===== src/rtl/pipeline_stage_rv.sv =====
// Generic valid/ready pipeline stage with a 2-entry skid buffer, flush and global freeze (Busy).
// Optional occupancy statistics ports are enabled with `define PIPELINE_STAGE_STATS_EN.
module pipeline_stage_rv #(
  parameter int               DATA_W    = 32,
  parameter logic [DATA_W-1:0] RESET_VAL = '0,
  parameter bit               FLUSH_CLR = 1'b1
) (
  input  logic              CLK,
  input  logic              RESET,
  input  logic              Busy,
  input  logic              Flush,
  input  logic              in_valid,
  output logic              in_ready,
  input  logic [DATA_W-1:0] in_data,
  output logic              out_valid,
  input  logic              out_ready,
`ifdef PIPELINE_STAGE_STATS_EN
  output logic [DATA_W-1:0] out_data,
  output logic [31:0]       stall_cnt,
  output logic [15:0]       flush_cnt
`else
  output logic [DATA_W-1:0] out_data
`endif
);

  typedef enum logic [1:0] {
    EMPTY = 2'd0,
    ONE   = 2'd1,
    TWO   = 2'd2
  } occ_e;

  occ_e              state_q, state_d;
  logic [DATA_W-1:0] main_d_q, main_d_d;
  logic [DATA_W-1:0] skid_d_q, skid_d_d;
  logic              main_v, skid_v;
  logic              acc, drn;

  assign main_v = (state_q != EMPTY);
  assign skid_v = (state_q == TWO);

  // in_ready comes only from registered state and RESET, so back-pressure never chains combinationally.
  assign in_ready  = ~skid_v & ~RESET;
  assign out_valid = main_v & ~RESET;
  assign out_data  = RESET ? RESET_VAL : main_d_q;

  assign acc = in_valid & in_ready & ~Busy & ~Flush;
  assign drn = main_v & out_ready & ~Busy;

  always_comb begin
    state_d  = state_q;
    main_d_d = main_d_q;
    skid_d_d = skid_d_q;
    if (Flush) begin
      state_d = EMPTY;
      if (FLUSH_CLR) begin
        main_d_d = RESET_VAL;
        skid_d_d = RESET_VAL;
      end
    end else begin
      case (state_q)
        EMPTY: begin
          if (acc) begin
            state_d  = ONE;
            main_d_d = in_data;
          end
        end
        ONE: begin
          if (acc && drn) begin
            main_d_d = in_data;
          end else if (acc) begin
            state_d  = TWO;
            skid_d_d = in_data;
          end else if (drn) begin
            state_d = EMPTY;
          end
        end
        TWO: begin
          if (drn) begin
            state_d  = ONE;
            main_d_d = skid_d_q;
          end
        end
        default: state_d = EMPTY;
      endcase
    end
  end

  always_ff @(posedge CLK) begin
    if (RESET) begin
      state_q  <= EMPTY;
      main_d_q <= RESET_VAL;
      skid_d_q <= RESET_VAL;
    end else begin
      state_q  <= state_d;
      main_d_q <= main_d_d;
      skid_d_q <= skid_d_d;
    end
  end

`ifdef PIPELINE_STAGE_STATS_EN
  logic [31:0] stall_cnt_q;
  logic [15:0] flush_cnt_q;

  // Stall count saturates; flush count wraps. Both are frozen while Busy.
  always_ff @(posedge CLK) begin
    if (RESET) begin
      stall_cnt_q <= '0;
      flush_cnt_q <= '0;
    end else if (!Busy) begin
      if (main_v && !out_ready && !(&stall_cnt_q)) stall_cnt_q <= stall_cnt_q + 32'd1;
      if (Flush && main_v)                         flush_cnt_q <= flush_cnt_q + 16'd1;
    end
  end

  assign stall_cnt = stall_cnt_q;
  assign flush_cnt = flush_cnt_q;
`endif

endmodule

===== config.mk =====
export PLATFORM = sky130hd
export DESIGN_NAME = pipeline_stage_rv
export DESIGN_NICKNAME = d
export VERILOG_FILES = /design/src/rtl/pipeline_stage_rv.sv
export SDC_FILE = /design/constraint.sdc
export NUM_CORES = 1
export LEC_CHECK = 0
export ABC_AREA = 1
export CORE_MARGIN = 3
export CORE_UTILIZATION = 47
export DETAILED_ROUTE_END_ITERATION = 6
export PLACE_DENSITY = 0.77
export SETUP_SLACK_MARGIN = 0.15
export SLEW_MARGIN = 20
export SYNTH_ARGS = -nofsm -noshare
export SYNTH_HDL_FRONTEND = slang
export SYNTH_SLANG_ARGS = --single-unit

===== constraint.sdc =====
create_clock -name CLK -period 1.3 [get_ports CLK]
set_input_delay 0.195 -clock CLK [delete_from_list [all_inputs] [get_ports CLK]]
set_output_delay 0.195 -clock CLK [all_outputs]
set_load 0.01 [all_outputs]

==> out/results.ini, run 1 <==
[status]
run_status=complete, but fails checks
failed_checks=setup timing

[final_layout]
stdcell_count=809
insertedDiodeCount=0
fin_area_um2=5420
areaGrowthSynthToFinish_pct=53.5
final.fill_count=484
num-nets-final=747
drive_gt1_frac=0.304

[timing]
post-route-period-util=1.16
finalHoldWorstSlack_ps=443
setup_viol=68
timing.final.max_slew_violations=0
finalWorstPathRequiredPeriod_ps=1510
setup_repair_after_global_routing_missed_its_margin=yes
skew_ps=10.4
final-hold-violation-count=0
setup_ws_ps=-211
tightestPinTransition_ps=202
max_freq_ghz=0.662
rel_slew_slack=0.865

[worst_setup_path]
critical_path.endpoint_type=flop
setup.worst_path.start_class=flop
r2r-start=state_q[1]
critical_path_class=flop to flop
critical_path.reg2reg.endpoint=main_d_q[6]
setup.worst_path.end=main_d_q[6]
r2r_slack_ps=-210
crit_path_required_time_ps=1550
reg2regPathDepth=9
worstPathMaxFanout=10
arrival_ps=1760
timing.critical_path.from=state_q[1]

[power]
leakage_nw=2.67
sequential_group_share_of_total_power=0.434
switching_share=0.236
vdd.ir_drop.worst_v=0.000569
internal_power_w=0.00360
total_power_consumption_of_the_routed_design_w=0.00471
power.density_cell_area_nw_per_um2=869
clock_power_share=0.454
power_switching_w=0.00111
pwr-share-comb=0.112

[clocking]
ctsLongestPathBuffers=2
clk-insertion-delay-late_ps=350
post_cts_hold_buffer_count=0
tritoncts=done
cts_made_buffers=9
clkSinkCount=66
clock-root-buffer=clkbuf_8
path_clk_slew_ps=80
cts_max_level=3

[place]
numPlacedInstances=761
io_buffers=71
dp.final_hpwl_mm=5.68
gp_routability_congestion=0.754
post_detailed_placement_cell_area_um2=4500

[global_routing]
antenna_violations_before_repair=0
gr-usage-met3=0.0374
top_usage_layer=met2
met2_routing_resource_usage_after_global_routing=0.343
grt_start_max_net_pins=45
grt_pass1_wl_mm=15.6
grt_pass1_vias=3269
gr-usage-all-layers=0.226
globalRouteMet1Util=0.313
aggregate_global_routing_overflow=0

[drt]
remaining_drc_errors=0
drt_iter0_markers=524
detail_route.first_pass.iterations=6
detail_route.wl_per_cell_um=15.8
ant_nets=0
drt_wl_total_mm=12.8
vias_per_cell=5.21
route.vias.total=4214

[yosys]
net_count_of_the_mapped_netlist=651
yosys_synthesis_warning_count=0
synthDistinctLibCells=17
seq_area_frac_synth=0.374
syn-cell-area_um2=3530
synth.avg_cell_area_um2=5.76
ys_ff_latch=66
netlist_instances=613

[floorplan]
core.rowCount=30
fp.dieArea_um2=8590
start_util=0.501
dieWidth_um=92.7
ios=72
fp.coreArea_um2=7060
die_y_um=92.7

[run]
max_cap_viol_count=0

[min_path]
holdCritPathClass=input pin to flop

## layout by cell type, fill, tap and decap left out, types with 11 or more instances in the layout
master,instances
a21oi_1,30
buf_12,15
buf_2,34
buf_4,12
buf_6,11
clkdlybuf4s50_1,36
dfxtp_1,32
dfxtp_2,32
inv_1,76
inv_2,23
nand2_1,183
nand2_2,11
nand3_1,22
nor2_1,114
nor2_2,16
## power by group through the flow
stage          clock, W  sequential [W]  combinational [W]
2_1_floorplan         0         0.00209           0.000209
3_3_place_gp          0         0.00209           0.000420
3_5_place_dp          0         0.00209           0.000423
4_1_cts         0.00214         0.00204           0.000443
5_1_grt         0.00223         0.00205           0.000566
6_report        0.00214         0.00205           0.000529
## Yosys cell counts
cell type / n / area share
nand4_1: 1 / 0.0018
nor2_2: 1 / 0.0018
dfxtp_1: 66 / 0.37
inv_2: 2 / 0.0021
inv_1: 99 / 0.11
a21oi_1: 34 / 0.048
nor2_1: 133 / 0.14
a21boi_1: 2 / 0.0042
nand3_1: 33 / 0.047
nand2_1: 202 / 0.21
a21oi_2: 1 / 0.0025
clkbuf_1: 7 / 0.0074
nand2_2: 1 / 0.0018
buf_2: 17 / 0.024
buf_1: 7 / 0.0074
buf_4: 5 / 0.011
buf_6: 2 / 0.0064
## logic make-up (layout without fill, tap and decap cells)
kind of cell	after synthesis	in the layout	share of synthesized area
AND/OR/NAND/NOR	371	372	0.408
buffers and inverters	139	238	0.163
flip-flops	66	66	0.374
AO/OA/AOI/OAI	37	37	0.0549
## timing repair
| item | in CTS | in global routing |
|---|---|---|
| cloned | 6 | 14 |
| setup buffers | 3 | 10 |
| setup endpoints to repair | 100 | 97 |
| resized for setup | 183 | 90 |
| pin swaps | 4 | 19 |
## metal layers
layer  vias up  wire [µm]
met5         -          0
met4         0        509
met3        55       1220
met2       265       6010
met1      1905       5050
li1       1989          -
## critical path, stage by stage (launching register included)
cell,delay [ps]
dfxtp_4,390
inv_4,100
nand2_2,80
a21boi_4,200
buf_12,150
buf_6,110
buf_16,120
nand3_1,110
nand2_1,100
nor2_1,40
## registers in the layout (all words and copies together) (netlist names)
signal    cells
skid_d_q     32
main_d_q     32
state_q       2
## how the worst min path moves through the flow
stage | start | end | slack, ps | cells after the start
after CTS | in_data[2] | skid_d_q[2] | 430 | 3
after global placement | main_d_q[24] | main_d_q[24] | 460 | 2
after floorplan | in_data[24] | skid_d_q[24] | 330 | 2
final | in_data[14] | skid_d_q[14] | 440 | 3
after global routing | in_data[12] | skid_d_q[12] | 450 | 3
after detailed placement | main_d_q[3] | main_d_q[3] | 470 | 2
## area by class of cell
cell class | instances | area (µm²) | area share
Clock inverter | 5 | 101 | 0.0187
Inverter | 101 | 387 | 0.0713
Sequential cell | 66 | 1370 | 0.252
Clock buffer | 10 | 138 | 0.0254
Timing Repair Buffer | 122 | 1390 | 0.257
Tap cell | 96 | 120 | 0.0221
Multi-Input combinational cell | 409 | 1920 | 0.354
## metrics by stage
step,worst slack (ps),util,TNS [ps]
after floorplan,71.2,-,0
after global placement,-386,0.637,-34150
after detailed placement,-436,0.637,-39040
after CTS,-33.9,0.686,-467
after global routing,-249,0.769,-11720
final,-211,0.769,-8630
No activity file was read; power rests on OpenSTA's default activity.
==> inputs of run 2 (changes only) <==
--- a/config.mk
+++ b/config.mk
@@ -6,6 +6,7 @@
 export NUM_CORES = 1
 export LEC_CHECK = 0
 export ABC_AREA = 1
+export ABC_CLOCK_PERIOD_IN_PS = 1300
 export CORE_MARGIN = 3
 export CORE_UTILIZATION = 47
 export DETAILED_ROUTE_END_ITERATION = 6
==> results of run 2 <==
Same layout as run 1: the final DEF is identical, and so are final timing and power.
==> inputs of run 3 (changes only) <==
--- a/config.mk
+++ b/config.mk
@@ -6,11 +6,12 @@
 export NUM_CORES = 1
 export LEC_CHECK = 0
 export ABC_AREA = 1
-export ABC_CLOCK_PERIOD_IN_PS = 1300
+export ABC_CLOCK_PERIOD_IN_PS = 1840
 export CORE_MARGIN = 3
-export CORE_UTILIZATION = 47
+export CORE_UTILIZATION = 50
 export DETAILED_ROUTE_END_ITERATION = 6
-export PLACE_DENSITY = 0.77
+export HOLD_SLACK_MARGIN = 0.12
+export PLACE_DENSITY = 0.78
 export SETUP_SLACK_MARGIN = 0.15
 export SLEW_MARGIN = 20
 export SYNTH_ARGS = -nofsm -noshare
==> constraint.sdc (replaced) <==
create_clock -name CLK -period 1.84 [get_ports CLK]
set_input_delay 0.276 -clock CLK [delete_from_list [all_inputs] [get_ports CLK]]
set_output_delay 0.276 -clock CLK [all_outputs]
set_load 0.01 [all_outputs]
==> run 3 against run 2 <==
Compared with the run above: the flow now finishes without violations; critical path type is now input pin to output pin; clock-buffer cell count up 2; sequential power down 30%; final cell count down 4.8%; sequential cell count unchanged; clock power down 47%; setup slack better by 430 ps; register-to-register slack better by 650 ps; global-route usage down 2.9 points; critical path depth down 5; worst hold slack better by 37 ps.
==> out/results.ini, run 3 (same netlist as run 1, synthesis figures left out) <==
[worst_setup_path]
critPathBufInv=3  ; was 4
critical_path.cell_chain=clkdlybuf4s50_1 > buf_4 > nor2_1 > dlygate4sd2_1  ; was inv_4 > nand2_2 > a21boi_4 > buf_12 > buf_6 > buf_16 > nand3_1 > nand2_1 > nor2_1
critical_path.endpoint_type=output pin  ; was flop
arrival_ps=1350  ; was 1760 ps
worstPathMaxFanout=16  ; was 10
worst_path_max_delay_cell=clkdlybuf4s50_1  ; was dfxtp_4
worst_path_largest_cell_delay_ps=500  ; was 390 ps
critical_path_class=input pin to output pin  ; was flop to flop
r2r-start=state_q[0]  ; was state_q[1]
worst_path_dominant_cell_family=buffers and inverters  ; unchanged
timing.critical_path.from=RESET  ; was state_q[1]
setup.worst_path.start_class=input pin  ; was flop
crit_path_required_time_ps=1560  ; was 1550 ps

[min_path]
holdCritPathClass=flop to flop  ; was input pin to flop
hold_path.startpoint=main_d_q[16]  ; was in_data[14]

[final_layout]
layout.cells.most_common_list=nand2_1, nor2_1, inv_1, dfxtp_1, clkdlybuf4s50_1  ; was nand2_1, nor2_1, inv_1, clkdlybuf4s50_1, buf_2
num-nets-final=707  ; was 747
drive_gt1_frac=0.0564  ; was 0.304
insertedDiodeCount=0  ; unchanged
fin_area_um2=4530  ; was 5420 µm²
reg.largest.list=main_d_q: 32 flops, skid_d_q: 32 flops, state_q: 2 flops  ; unchanged
commonest_non_fill_non_tap_cell_in_the_layout=nand2_1  ; unchanged
final.fill_count=642  ; was 484
areaGrowthSynthToFinish_pct=28.1  ; was 53.5%

[clocking]
clk-insertion-delay-late_ps=340  ; was 350 ps
cts_max_level=3  ; unchanged
path_clk_slew_ps=70  ; was 80 ps
clkSinkCount=66  ; unchanged
tritoncts=done  ; unchanged
cts_made_buffers=9  ; unchanged
ctsLongestPathBuffers=2  ; unchanged
clock-root-buffer=clkbuf_8  ; unchanged

[floorplan]
dieWidth_um=90.1  ; was 92.7 µm
ios=72  ; unchanged
fp.coreArea_um2=6830  ; was 7060 µm²
die_y_um=90.1  ; was 92.7 µm
start_util=0.517  ; was 0.501
core.rowCount=30  ; unchanged
fp.dieArea_um2=8110  ; was 8590 µm²

[global_routing]
grt_pass1_wl_mm=13.3  ; was 15.6 mm
aggregate_global_routing_overflow=0  ; unchanged
gr-usage-all-layers=0.197  ; was 0.226
grt_start_max_net_pins=66  ; was 45
grt_pass1_vias=2957  ; was 3269
antenna_violations_before_repair=0  ; unchanged

[drt]
remaining_drc_errors=0  ; unchanged
ant_nets=0  ; unchanged
drt_wl_total_mm=7.93  ; was 12.8 mm
detail_route.first_pass.iterations=5  ; was 6
drt_iter0_markers=236  ; was 524
route.vias.total=3424  ; was 4214
detail_route.wl_per_cell_um=10.3  ; was 15.8 µm
vias_per_cell=4.45  ; was 5.21

[timing]
finalHoldWorstSlack_ps=480  ; was 443 ps
finalWorstPathRequiredPeriod_ps=1620
final-hold-violation-count=0  ; unchanged
timing.final.max_slew_violations=0  ; unchanged
setup_repair_after_global_routing_missed_its_margin=no  ; was yes
setup_viol=0  ; was 68
rel_slew_slack=0.772  ; was 0.865
skew_ps=7.45  ; was 10.4 ps
post-route-period-util=0.883
tightestPinTransition_ps=341  ; was 202 ps
max_freq_ghz=0.616

[power]
leakage_nw=2.36  ; was 2.67 nW
power.density_cell_area_nw_per_um2=633  ; was 869 nW/µm²
vdd.ir_drop.worst_v=0.000407  ; was 0.000569 V

[place]
gp_routability_congestion=0.775  ; was 0.754
io_buffers=71  ; unchanged
post_detailed_placement_cell_area_um2=4370  ; was 4500 µm²
dp.final_hpwl_mm=5.34  ; was 5.68 mm

[run]
max_cap_viol_count=0  ; unchanged

[status]
run_status=finished clean  ; was complete, but fails checks

-- run 3: cell types whose count changed in the layout (fill, tap and decap cells not counted), sizes merged --
cell           previous run  this run
nand3                    34        33
inv                     102       101
clkdlybuf4s50            36        37
clkinvlp                  0         2
dlygate4sd2               1        33
clkbuf                   18        12
buf                      77        12
clkinv                    1         2
dlymetal6s2s              0         1
bufinv                    3         0
-- run 3: routing by layer --
metal	share of wire	track usage	routed length, µm	up-vias
met2	0.43	0.305	3390	87
met4	0.014	0.0765	110	0
li1	-	-	-	1897
met1	0.51	0.274	4050	1433
met3	0.048	0.0351	384	7
met5	0	0	0	-
-- run 3: area by class of cell --
cell class              count  area (µm²)  share of cell area
well taps                  96         120              0.0265
clock buffers              12         165              0.0365
clock inverters             4        25.0             0.00553
flip-flops and latches     66        1320               0.292
multi-input cells         408        1660               0.367
repair buffers             83         853               0.189
inverters                 101         379              0.0837
-- run 3: through the flow --
| step | TNS [ps] | util | setup WS (ps) | cells | power [W] |
|---|---|---|---|---|---|
| after floorplan | 0 | - | 453 | 613 | 0.00162 |
| after global placement | 0 | 0.640 | 1.86 | 754 | 0.00176 |
| after detailed placement | -342 | 0.640 | -50.3 | 754 | 0.00177 |
| after CTS | -4.55 | 0.662 | -4.55 | 770 | 0.00290 |
| after global routing | 0 | 0.663 | 152 | 770 | 0.00300 |
| final | 0 | 0.663 | 215 | 770 | 0.00287 |
-- run 3: repair_timing --
item / 4_1_cts / 5_1_grt
pin swaps: 0 / 0
gates resized for setup: 35 / 1
endpoints found under the setup margin: 34 / 1
buffers inserted: 0 / 0
hold buffers: 0 / 0
-- run 3: worst reg2reg max path: stages, from the launching register on --
cell	delay, ps
dfxtp_1	400
inv_2	90
nand2_2	70
buf_4	320
nand2_1	100
nand2_1	80
inv_1	40
nand3_1	100
nand2_1	60
nor2_1	80
-- run 3: final timing paths --
check,slack (ps),to,cells after the start
max,220,out_data[19],4
min,480,main_d_q[16],2
max reg2reg,440,main_d_q[9],9
min reg2reg,480,main_d_q[16],2
-- run 3: power breakdown --
group,switching (W),internal [W]
clock,0.000543,0.000595
sequential,0.00000563,0.00144
combinational,0.000144,0.000143
